**config.mk**
```make
export PLATFORM = sky130hd
export DESIGN_NAME = cfg_serial_sched
export DESIGN_NICKNAME = d
export VERILOG_FILES = /design/src/rtl/cfg_serial_sched.sv
export SDC_FILE = /design/constraint.sdc
export NUM_CORES = 1
export LEC_CHECK = 0
export CORE_ASPECT_RATIO = 1.1
export CORE_MARGIN = 3
export CORE_UTILIZATION = 35
export CTS_CLUSTER_SIZE = 8
export DETAILED_ROUTE_END_ITERATION = 12
export HOLD_SLACK_MARGIN = 0.12
export PLACE_DENSITY = 0.81
export SLEW_MARGIN = 30
export SYNTH_ARGS = -nofsm -noshare
export SYNTH_HDL_FRONTEND = slang
export SYNTH_SLANG_ARGS = --single-unit
```
**constraint.sdc**
```tcl
create_clock -name clk_1M -period 6.2 [get_ports clk_1M]
set_clock_uncertainty 0.1 [all_clocks]
set_input_delay 0.93 -clock clk_1M [delete_from_list [all_inputs] [get_ports clk_1M]]
set_output_delay 0.93 -clock clk_1M [all_outputs]
set_load 0.02 [all_outputs]
```
**src/rtl/cfg_serial_sched.sv**
```systemverilog
// Round-robin scheduler that gives four serial devices turns on one shared sdo/sclk bus, with a per-device select and latch strobe.
// Latency: a req seen in IDLE (cycle 0) gives LOAD at cycle 1, the first bit at cycle 2, and strobe/ack at cycle 2+2*LEN_g.
// Backpressure: req is a level held until ack. While busy, req and data are ignored. The payload is captured on entry to LOAD.
//
// Ports: clk_1M (sole clock), clr (synchronous active-high reset), req[3:0] (level requests),
//        data0..data3 (right-justified payloads, bit LENk-1 sent first), ack[3:0] (one-cycle done pulse),
//        busy (not IDLE), sdo/sclk (shared serial bus, sampled on sclk rise),
//        sel_n[3:0] (active-low select during LOAD/SHIFT), strb[3:0] (one-cycle latch pulse after last bit).
// Build option: define CFG_SCHED_FIXED_PRIO_EN for fixed priority (req[0] highest), with no round-robin pointer.
`timescale 1ns/1ps
module cfg_serial_sched #(
    parameter int LEN0 = 32,
    parameter int LEN1 = 8,
    parameter int LEN2 = 8,
    parameter int LEN3 = 8
) (
    input  logic        clk_1M,
    input  logic        clr,
    input  logic [3:0]  req,
    input  logic [31:0] data0,
    input  logic [31:0] data1,
    input  logic [31:0] data2,
    input  logic [31:0] data3,
    output logic [3:0]  ack,
    output logic        busy,
    output logic        sdo,
    output logic        sclk,
    output logic [3:0]  sel_n,
    output logic [3:0]  strb
);

    typedef enum logic [2:0] {
        IDLE     = 3'd0,
        LOAD     = 3'd1,
        SHIFT_LO = 3'd2,
        SHIFT_HI = 3'd3,
        STROBE   = 3'd4,
        GAP      = 3'd5
    } state_t;

    state_t      state, state_nxt;
    logic [1:0]  gnt;
    logic [31:0] shreg;
    logic [5:0]  cnt;

    logic        any_req;
    logic [1:0]  pick;
    logic [5:0]  pick_len;
    logic [31:0] pick_data;
    logic [31:0] pick_aligned;

    assign any_req = |req;

`ifdef CFG_SCHED_FIXED_PRIO_EN
    // Lowest index wins. The loop runs downward so the final assignment is the highest-priority request.
    always_comb begin
        pick = 2'd0;
        for (int i = 3; i >= 0; i--) begin
            if (req[i]) begin
                pick = 2'(i);
            end
        end
    end
`else
    logic [1:0] rr_ptr;

    // The search starts at the pointer and wraps 3->0. The first request found wins.
    always_comb begin
        logic       found;
        logic [1:0] idx;
        pick  = 2'd0;
        found = 1'b0;
        idx   = 2'd0;
        for (int i = 0; i < 4; i++) begin
            idx = rr_ptr + 2'(i);
            if (!found && req[idx]) begin
                pick  = idx;
                found = 1'b1;
            end
        end
    end
`endif

    // Select the payload and length of the winning requester.
    always_comb begin
        pick_len  = 6'(LEN0);
        pick_data = data0;
        case (pick)
            2'd0: begin pick_len = 6'(LEN0); pick_data = data0; end
            2'd1: begin pick_len = 6'(LEN1); pick_data = data1; end
            2'd2: begin pick_len = 6'(LEN2); pick_data = data2; end
            default: begin pick_len = 6'(LEN3); pick_data = data3; end
        endcase
    end

    // Left-align the payload so that bit LEN-1 lands in bit 31, which drives sdo.
    assign pick_aligned = pick_data << (6'd32 - pick_len);

    always_ff @(posedge clk_1M) begin
        if (clr) begin
            state <= IDLE;
            gnt   <= 2'd0;
            shreg <= 32'd0;
            cnt   <= 6'd0;
`ifndef CFG_SCHED_FIXED_PRIO_EN
            rr_ptr <= 2'd0;
`endif
        end else begin
            state <= state_nxt;
            case (state)
                IDLE: begin
                    if (any_req) begin
                        // The payload is captured here, while still idle.
                        // Later changes to data therefore cannot reach the wire.
                        gnt   <= pick;
                        shreg <= pick_aligned;
                        cnt   <= pick_len;
`ifndef CFG_SCHED_FIXED_PRIO_EN
                        rr_ptr <= pick + 2'd1;
`endif
                    end
                end
                SHIFT_HI: begin
                    if (cnt != 6'd1) begin
                        shreg <= {shreg[30:0], 1'b0};
                        cnt   <= cnt - 6'd1;
                    end
                end
                default: ;
            endcase
        end
    end

    always_comb begin
        state_nxt = state;
        busy      = 1'b1;
        sdo       = 1'b0;
        sclk      = 1'b0;
        sel_n     = 4'b1111;
        strb      = 4'b0000;
        ack       = 4'b0000;
        case (state)
            IDLE: begin
                busy = 1'b0;
                if (any_req) begin
                    state_nxt = LOAD;
                end
            end
            LOAD: begin
                sel_n     = ~(4'b0001 << gnt);
                state_nxt = SHIFT_LO;
            end
            SHIFT_LO: begin
                sel_n     = ~(4'b0001 << gnt);
                sdo       = shreg[31];
                state_nxt = SHIFT_HI;
            end
            SHIFT_HI: begin
                sel_n     = ~(4'b0001 << gnt);
                sdo       = shreg[31];
                sclk      = 1'b1;
                state_nxt = (cnt == 6'd1) ? STROBE : SHIFT_LO;
            end
            STROBE: begin
                strb      = 4'b0001 << gnt;
                ack       = 4'b0001 << gnt;
                state_nxt = GAP;
            end
            GAP: begin
                state_nxt = IDLE;
            end
            default: begin
                state_nxt = IDLE;
            end
        endcase
    end

endmodule

```
==> flow_metrics.tcl <==
set metrics [dict create \
    synth_top_area_share 0.299 \
    cts_root_buffer "clkbuf_8" \
    ys_types 51 \
    setup_viol 0 \
    gr-total-overflow 0 \
    area_growth_syn_to_layout_pct 51.6 \
    internal_power_mw 0.606 \
    synth_edf_count 0 \
    power.net_switching_mw 0.336 \
    pwr-share-seq 0.384 \
    cts_made_buffers 5 \
    setup_slack_ps 2470 \
    pwr-share-clk 0.200 \
    cts-resized-gates 0 \
    grt_pass1_vias 3526 \
    cts_buffer_depth 2 \
    crit_type "input pin to register" \
    antenna_found_initial 0 \
    n_antenna_cell 0 \
    crit_path_max_fanout 26 \
    finalInstanceArea_um2 4560 \
    cts_setup_buffers 0 \
    end_kind "register" \
    syn_area_um2 3010 \
    cp_data_required_time_ps 6310 \
    hold_viol 0 \
    fp.dieW_um 94.4 \
    peakVddDrop_mv 0.103 \
    fin_crit_sh 0.602 \
    drt_first_pass_iters 5 \
    worstSetupStartpointType "input pin" \
    layout-drive-gt1-share 0.0534 \
    tns_ps 0 \
    gp_congestion 0.835 \
    place_hpwl_um 7470 \
    p_leak_nw 1.56 \
    path_clk_slew_ps 80 \
    die_y_um 103 \
    final_nets 646 \
    placed_cell_area_um2 4470 \
    tightest_slew_ps 748 \
    vias 3572 \
    ctsHoldBuffers 0 \
    rsz0062_at_grt "false" \
    place_ws_ps 1900 \
    h-tree-depth 2 \
    drt-vias-per-instance 5.82 \
    boundaryPins 149 \
    grt_use_total 0.210 \
    drt.antenna.violating_nets 0 \
    syn_avg_cell_area_um2 7.74 \
    syn_inst 389 \
    cts.sinks 45 \
    ys_warn_count 0 \
    insertion_delay_ps 300 \
    synthesis.nets 529 \
    drtIter0Drc 316 \
    portBuffers 148 \
    routedWlPerCell_um 16.5 \
    synth_top_area_cell "dfxtp_1" \
    maxCapViolCount 0 \
    num_rows 34 \
    synthTopCellsByArea "dfxtp_1 (30%), a221oi_1 (8.7%), nand2_1 (6.5%)" \
    grt_pass1_wl_um 16600 \
    period_needed_ps 3730 \
    combPwrFrac 0.416 \
    cts_tree "built" \
    die-area_um2 9750 \
    async_flop_share 0 \
    grt_max_degree 65 \
    core_um2 8130 \
    ys_seq_elements 45 \
    initial_core_util 0.370 \
    hp-class "register to register" \
    p_per_area_nw_per_um2 207 \
    drc 0 \
    ys_dominant_reg_cell "dfxtp_1" \
    totalWireLength_um 10100 \
    netSwitchingFraction 0.357 \
    maxSlewHeadroom 0.500 \
    outcome "complete, no violations" \
    fmax_mhz 268 \
    critical_path_arrival_ps 3840 \
    slew_viol_final 0 \
    synth_seq_area_share 0.299 \
]
-- cell usage after synthesis, types with 5 or more instances --
cell,instances
a211oi_1,9
nor2_1,13
nand2_1,52
a22oi_1,20
a21oi_1,33
o31ai_1,17
o21ai_0,25
clkbuf_1,23
a221oi_1,30
inv_1,8
dfxtp_1,45
buf_2,9
a221o_1,6
nand3_1,6
ha_1,6
a311oi_1,5
nor4_1,8
nor2b_1,9
nor3_1,15
-- power groups by stage --
stage,registers (mW),clock network [mW],logic [mW]
3_5_place_dp,0.367,0,0.387
4_1_cts,0.360,0.188,0.389
2_1_floorplan,0.356,0,0.246
6_report,0.362,0.189,0.392
3_3_place_gp,0.365,0,0.377
5_1_grt,0.367,0.200,0.435
-- routing by layer --
metal | share of wire | GRT usage
met3 | 0.090 | 0.0449
met4 | 0.012 | 0.0511
met2 | 0.48 | 0.371
met1 | 0.41 | 0.262
met5 | 0 | 0
-- layout make-up --
| cell class | count | area [um^2] |
|---|---|---|
| Sequential cell | 45 | 901 |
| Clock buffer | 7 | 86.3 |
| Timing Repair Buffer | 150 | 1490 |
| Fill cell | 728 | 3560 |
| Inverter | 10 | 37.5 |
| Multi-Input combinational cell | 294 | 1910 |
| Tap cell | 108 | 135 |
-- per-stage QoR --
stage	std cells	hold slack [ps]	power, mW	utilization
after floorplan	389	348	0.602	-
after detailed placement	607	369	0.753	0.550
after global routing	614	403	1.00	0.561
after global placement	607	365	0.742	0.549
final	614	379	0.942	0.561
after CTS	614	380	0.937	0.561
-- sequential cells by signal, summed over array words and instances, names as in the netlist --
| register | cells |
|---|---|
| state | 3 |
| rr_ptr | 2 |
| shreg | 32 |
| gnt | 2 |
| cnt | 6 |
-- worst paths after layout --
| path | startpoint | to | slack [ps] | cells past startpoint |
|---|---|---|---|---|
| hold / removal | shreg[0] | shreg[0] | 380 | 2 |
| setup / recovery | req[0] | shreg[24] | 2470 | 8 |
| setup reg to reg | rr_ptr[1] | shreg[26] | 3210 | 8 |
| hold reg to reg | shreg[0] | shreg[0] | 380 | 2 |
-- worst max-delay path, stage by stage --
cell and delay [ps]:
clkdlybuf4s50_1 570, a21oi_1 100, o21a_1 170, o22ai_1 300, ha_1 680, and2_2 620, nand2_1 170, a311oi_1 300
-- layout by cell type (no fill, tap or decap), drive strengths merged, types with 8 or more instances in the layout --
cell type	instances
a21oi	33
a311oi	8
o31ai	17
nor3	16
clkdlybuf4s50	147
nor2	14
o21ai	27
a221oi	30
a211oi	10
a22oi	20
nor4	8
nand2	53
dfxtp	45
inv	10
nor2b	9
-- cells by family (layout without fill, tap and decap cells) --
group                    count (synthesis)  in the layout  share of synthesized area
buffers and inverters                   50            167                     0.0740
AO/OA/AOI/OAI                          165            165                      0.399
multiplexers                             1              1                    0.00333
adder cells (fa/ha/maj)                  6              6                     0.0249
AND/OR/NAND/NOR                        122            122                      0.200
flip-flops                              45             45                      0.299
(Power assumes the default switching activity.)
